`src/rtl/hitmark_pkg.sv`:
```
// Shared types and constants for the hitmark sprite sequencer.
package hitmark_pkg;

    typedef enum logic [1:0] {IDLE, ARM, ANIM, BLINK} hm_state_t;

    localparam logic [10:0] OFFSCREEN = 11'h7ff;
    localparam int          SPR_SIZE  = 16;

    // Sprite ctrl word layout: {kind[1:0], auto, sid[1:0]}
    typedef struct packed {
        logic [1:0] kind;
        logic       auto_en;
        logic [1:0] sid;
    } hm_ctrl_t;

endpackage

```
`src/rtl/frame_tick_gen.sv`:
```
// Frame-start strobe from the raster counters, matching the sprite engine's rule.
module frame_tick_gen #(
    parameter int W = 11
) (
    input  logic         clk,
    input  logic         reset_n,
    input  logic [W-1:0] x,
    input  logic [W-1:0] y,
    output logic         ft
);

    logic [W-1:0] x_d1;

    always_ff @(posedge clk) begin
        if (!reset_n) x_d1 <= '0;
        else          x_d1 <= x;
    end

    assign ft = (x_d1 == '0) && (x == W'(1)) && (y == '0);

endmodule

```
`src/rtl/hitmark_ctrl.sv`:
```
// Hit-event sequencer: positions the hitmark sprite, animates, blinks, then hides it.
module hitmark_ctrl #(
    parameter int          FRAME_HOLD = 4,
    parameter int          N_BLINK    = 3,
    parameter int          H_MAX      = 640,
    parameter int          V_MAX      = 480,
    parameter int          SPR_SIZE   = hitmark_pkg::SPR_SIZE,
    parameter logic [10:0] OFFSCREEN  = hitmark_pkg::OFFSCREEN
) (
    input  logic        clk,
    input  logic        reset_n,
    input  logic [10:0] x,
    input  logic [10:0] y,
    input  logic        hit_valid,
    output logic        hit_ready,
    input  logic [10:0] hit_x,
    input  logic [10:0] hit_y,
    input  logic [1:0]  hit_kind,
    output logic [10:0] x0,
    output logic [10:0] y0,
    output logic [4:0]  ctrl,
    output logic        busy,
    output logic        done
);
    import hitmark_pkg::*;

    localparam int FW = $clog2(FRAME_HOLD) + 1;
    localparam int BW = $clog2(2 * N_BLINK) + 1;
    localparam logic [FW-1:0]     F_LAST = FW'(FRAME_HOLD - 1);
    localparam logic [BW-1:0]     B_LAST = BW'((N_BLINK > 0) ? 2 * N_BLINK - 1 : 0);
    localparam logic signed [11:0] HALF  = 12'(SPR_SIZE / 2);
    localparam logic signed [11:0] X_LIM = 12'(H_MAX - SPR_SIZE);
    localparam logic signed [11:0] Y_LIM = 12'(V_MAX - SPR_SIZE);

    hm_state_t         state, state_n;
    hm_ctrl_t          ctrl_q;
    logic              ft, accept, phase_end;
    logic [10:0]       ox, oy, ox_n, oy_n;
    logic [1:0]        kind_c;
    logic [FW-1:0]     fcnt;
    logic [BW-1:0]     bcnt;
    logic signed [11:0] cx, cy;

    frame_tick_gen #(.W(11)) u_ftg (
        .clk     (clk),
        .reset_n (reset_n),
        .x       (x),
        .y       (y),
        .ft      (ft)
    );

    assign hit_ready = (state != ARM);
    assign busy      = (state != IDLE);
    assign accept    = hit_valid && hit_ready;
    assign phase_end = ft && (fcnt == F_LAST);
    assign ctrl      = ctrl_q;

    // Centre-to-origin conversion, clamped so the whole sprite stays on screen
    always_comb begin
        cx = $signed({1'b0, hit_x}) - HALF;
        cy = $signed({1'b0, hit_y}) - HALF;
        if (cx < 12'sd0)      ox_n = '0;
        else if (cx > X_LIM)  ox_n = X_LIM[10:0];
        else                  ox_n = cx[10:0];
        if (cy < 12'sd0)      oy_n = '0;
        else if (cy > Y_LIM)  oy_n = Y_LIM[10:0];
        else                  oy_n = cy[10:0];
    end

    always_ff @(posedge clk) begin
        if (!reset_n) state <= IDLE;
        else          state <= state_n;
    end

    // A new hit always wins over a coincident frame tick
    always_comb begin
        state_n = state;
        unique case (state)
            IDLE:  if (accept) state_n = ARM;
            ARM:   if (ft) state_n = ANIM;
            ANIM:  if (accept) state_n = ARM;
                   else if (phase_end && ctrl_q.sid == 2'd3)
                       state_n = (N_BLINK == 0) ? IDLE : BLINK;
            BLINK: if (accept) state_n = ARM;
                   else if (phase_end && bcnt == B_LAST) state_n = IDLE;
            default: state_n = IDLE;
        endcase
    end

    always_ff @(posedge clk) begin
        if (!reset_n) begin
            x0     <= OFFSCREEN;
            y0     <= OFFSCREEN;
            ctrl_q <= '0;
            ox     <= '0;
            oy     <= '0;
            kind_c <= '0;
            fcnt   <= '0;
            bcnt   <= '0;
            done   <= 1'b0;
        end else begin
            done <= 1'b0;
            if (accept) begin
                ox     <= ox_n;
                oy     <= oy_n;
                kind_c <= hit_kind;
            end
            if (ft && !accept) begin
                unique case (state)
                    ARM: begin
                        x0     <= ox;
                        y0     <= oy;
                        ctrl_q <= '{kind: kind_c, auto_en: 1'b0, sid: 2'd0};
                        fcnt   <= '0;
                    end
                    ANIM: begin
                        if (fcnt != F_LAST) begin
                            fcnt <= fcnt + 1'b1;
                        end else begin
                            fcnt <= '0;
                            if (ctrl_q.sid != 2'd3) begin
                                ctrl_q.sid <= ctrl_q.sid + 2'd1;
                            end else begin
                                // Both exits (to BLINK phase 0 or to IDLE) hide the sprite
                                x0   <= OFFSCREEN;
                                y0   <= OFFSCREEN;
                                bcnt <= '0;
                                done <= (N_BLINK == 0);
                            end
                        end
                    end
                    BLINK: begin
                        if (fcnt != F_LAST) begin
                            fcnt <= fcnt + 1'b1;
                        end else begin
                            fcnt <= '0;
                            if (bcnt == B_LAST) begin
                                x0   <= OFFSCREEN;
                                y0   <= OFFSCREEN;
                                done <= 1'b1;
                            end else begin
                                bcnt <= bcnt + 1'b1;
                                x0   <= bcnt[0] ? OFFSCREEN : ox;
                                y0   <= bcnt[0] ? OFFSCREEN : oy;
                            end
                        end
                    end
                    default: ;
                endcase
            end
        end
    end

endmodule

```
`config.mk`:
```
export PLATFORM = sky130hd
export DESIGN_NAME = hitmark_ctrl
export DESIGN_NICKNAME = d
export VERILOG_FILES = /design/src/rtl/hitmark_pkg.sv /design/src/rtl/frame_tick_gen.sv /design/src/rtl/hitmark_ctrl.sv
export SDC_FILE = /design/constraint.sdc
export NUM_CORES = 1
export LEC_CHECK = 0
export BUFFER_PORTS_ARGS = -buffer_cell sky130_fd_sc_hd__buf_4
export CORE_UTILIZATION = 30
export DETAILED_ROUTE_END_ITERATION = 7
export MAX_ROUTING_LAYER = met4
export REMOVE_ABC_BUFFERS = 1
export SYNTH_ARGS = -nofsm -noshare
export SYNTH_HDL_FRONTEND = slang
export SYNTH_SLANG_ARGS = --single-unit
```
`constraint.sdc`:
```
create_clock -name clk -period 3.9 [get_ports clk]
set_input_delay 0.585 -clock clk [delete_from_list [all_inputs] [get_ports clk]]
set_output_delay 0.585 -clock clk [all_outputs]
set_load 0.01 [all_outputs]
```
==> summary.md <==
| Metric | Value |
|---|---|
| Synth top area cells | dfxtp_1, a21oi_2, nor2_1 |
| Hold Crit Class | reg -> reg |
| Max Root-Sink Buffers | 2 |
| Setup crit end kind | register |
| Leak Pwr | 1.794 nW |
| Pwr dens | 376.7 mW/mm² |
| Total of max-cap violations | 0 |
| Core area | 0.01152 mm² |
| # hold bufs at CTS | 0 |
| Relative slew slack | 14.49% |
| Setup TNS | 0 ns |
| Worst Setup Path Type | reg -> reg |
| EDFF count, synth | 0 |
| Share of cells above drive strength 1 | 28.96% |
| Prevailing post-synth register cell | dfxtp_1 |
| CTS Buf Count | 9 |
| Worst Skew | 0.005541 ns |
| Seq cells post-synth | 71 |
| Reg2Reg Depth | 6 |
| Seq/Total Area, Yosys | 39.86% |
| Largest net degree at the start of global routing | 38 |
| Synth Area in Adders | 2.105% |
| Place WS | 1.300 ns |
| Crit path max fanout | 22 |
| Placed cells | 607 |
| Drt first pass iters | 6 |
| H-tree levels | 3 |
| First-pass GRT wire length | 15.01 mm |
| Finished Layout Cells | 623 |
| Layout Utilization | 39.42% |
| Die Area | 0.01233 mm² |
| Mean Syn Cell Area | 8.827 µm² |
| Top Ports | 79 |
| Most common cell after layout, fill and taps aside | buf_4 |
| Worst-Skew Late Latency | 0.34 ns |
| Initial antenna violation count | 0 |
| CTS tree | done |
| Worst slew pin tran | 1.278 ns |
| CP startpoint | u_ftg.x_d1[6] |
| R2R Path Start | u_ftg.x_d1[6] |
| Hold Path Stages | 2 |
| Max incr delay on CP | 0.49 ns |
| Library cells used by synthesis | 62 |
| Crit path required time | 4.11 ns |
| Most frequent cells in the layout | buf_4, dfxtp_1, nor2_1 |
| Peak supply drop | 0.2058 mV |
| Largest family of logic cells by synthesized area | simple AND/OR/NAND/NOR gates |
| Synth area leader | dfxtp_1 |
| Drt via density | 5.108 |
| Initial Util | 30.96% |
| Synth-to-layout area growth | 27.30% |
| Clock slew at reported path FFs | 0.06 ns |
| Dpl hpwl | 6.595 mm |
| Crit start category | register |
| Final setup violating endpoints | 0 |
| CP bufs+invs | 1 |
| Inserted Diodes | 0 |
| Synth Cell Area | 0.003566 mm² |
| Hold Startpoint | kind_c[1] |
| Top cell type's share of synthesized area | 39.86% |
| Die H | 111.0 µm |
| Die extent in x | 111.0 µm |
| Final min period | 2.389 ns |
| DRC viols | 18 |
| DRT iter0 DRCs | 148 |
| Async S/R FF share, synth | 0% |
| Yosys warns | 0 |
| Detailed Route WL | 8.970 mm |
| Antenna violation net count after detailed routing | 0 |
| Post-synthesis mux area share | 1.719% |
| Crit path max-delay family | simple AND/OR/NAND/NOR gates |
| XOR/XNOR Fraction of Synth Area | 1.965% |
| Quantity of gates resized following cts | 0 |
| Slew Limit Fails | 0 |
| Slowest library cell on the worst path | or3_4 |
| Fmax | 418.6 MHz |
| Final count of hold timing violations | 0 |
| Filler cell count | 1185 |
| Critical path depth | 6 |
| GP Congestion | 0.8400 |
| Failing checks | DRC |
| Grt ovf | 0 |
| WL/cell | 14.40 µm |
| Rows | 39 |
| Status | finished, violations left |
| Compound-Gate Fraction of Synth Area | 18.95% |
| GRT Resource Usage Total | 15.74% |
| Gate Count Post-Synth | 404 |
| Nets | 530 |
| Root Driver | clkbuf_16 |
| Worst-path cell chain | nor4_1, nand2_1, or3_4, nor4_4, buf_4, a21oi_1 |
| RSZ-0062 raised after global routing | false |
| Vias | 3182 |
| Clk sink count | 71 |
| Post-route worst setup slack | 1.511 ns |
| Setup bufs post-CTS | 0 |
| Arr. time, crit path | 2.60 ns |
| Period utilisation layout | 61.25% |
| Post-synthesis simple-gate area fraction | 30.39% |
| Vias in the first global route | 3093 |
| I/O Buffers | 77 |
## per-layer routing
metal | up-vias | GRT usage, % | part of all wire (%) | wire, µm
met3 | 16 | 4.265 | 5.4 | 485
met2 | 72 | 25.24 | 46 | 4154
li1 | 1616 | - | - | -
met1 | 1478 | 19.09 | 46 | 4158
met4 | 0 | 5.315 | 1.9 | 171
met5 | - | - | 0 | 0
## cell type report
type                    count  area (µm²)  share of cell area [%]
clock buffers               9       225.2                   4.961
well taps                 143       178.9                   3.942
clock inverters             7       56.30                   1.240
flip-flops and latches     71        1421                   31.31
multi-input cells         294        1978                   43.58
repair buffers             82       615.6                   13.56
inverters                  17       63.81                   1.406
## where the power goes
part / total, mW / switching (mW) / internal (mW) / leakage [nW]
Sequential: 0.759 / 0.0131 / 0.746 / 0.579
Clock: 0.768 / 0.332 / 0.436 / 0.136
Combinational: 0.183 / 0.103 / 0.0794 / 1.08
## through the flow
stage / total power, mW / area, µm² / hold slack, ns
2_1_floorplan: 0.8659 / 3455 / 0.4257
3_3_place_gp: 0.9552 / 4258 / 0.4432
3_5_place_dp: 0.9587 / 4258 / 0.4486
4_1_cts: 1.730 / 4539 / 0.4599
5_1_grt: 1.779 / 4539 / 0.4618
6_report: 1.710 / 4539 / 0.4573
## flip-flops by register name (all words and copies together) (netlist names)
| register | flops |
|---|---|
| fcnt | 3 |
| x0 | 11 |
| u_ftg.x_d1 | 11 |
| kind_c | 2 |
| y0 | 11 |
| state | 2 |
| oy | 11 |
| ox | 11 |
| bcnt | 4 |
| ctrl | 4 |
| done | 1 |
## synthesized netlist by cell type, drive strengths merged, types with 6 or more instances
library cell and count:
nor3 28, dfxtp 71, clkbuf 16, ha 6, buf 6, nand2 32, and2 12, nor4 19
o21ai 7, a211oi 7, inv 17, o31ai 10, nor2 40, xor2 6, nand3 6, a21oi 37
nand4 8, nand2b 6
## logic make-up (layout without fill, tap and decap cells)
group	count (synthesis)	in the layout
AND/OR/NAND/NOR	182	182
XOR/XNOR	8	8
adder cells (fa/ha/maj)	6	6
other	1	1
multiplexers	6	6
buffers and inverters	39	115
flip-flops	71	71
AO/OA/AOI/OAI	91	91
## path summary, 6_finish.rpt
kind | to | slack [ns]
worst min register to register | kind_c[1] | 0.46
worst min-delay path | kind_c[1] | 0.46
worst max-delay path | x0[10] | 1.51
worst max register to register | x0[10] | 1.51
## worst reg2reg max path: cells and delay by family (launching register included)
family | cells | cell delay, ns
AND/OR/NAND/NOR | 4 | 1.49
buffers and inverters | 1 | 0.36
AO/OA/AOI/OAI | 1 | 0.12
flip-flops | 1 | 0.29
Note: power is estimated with default switching activity, not from simulation.
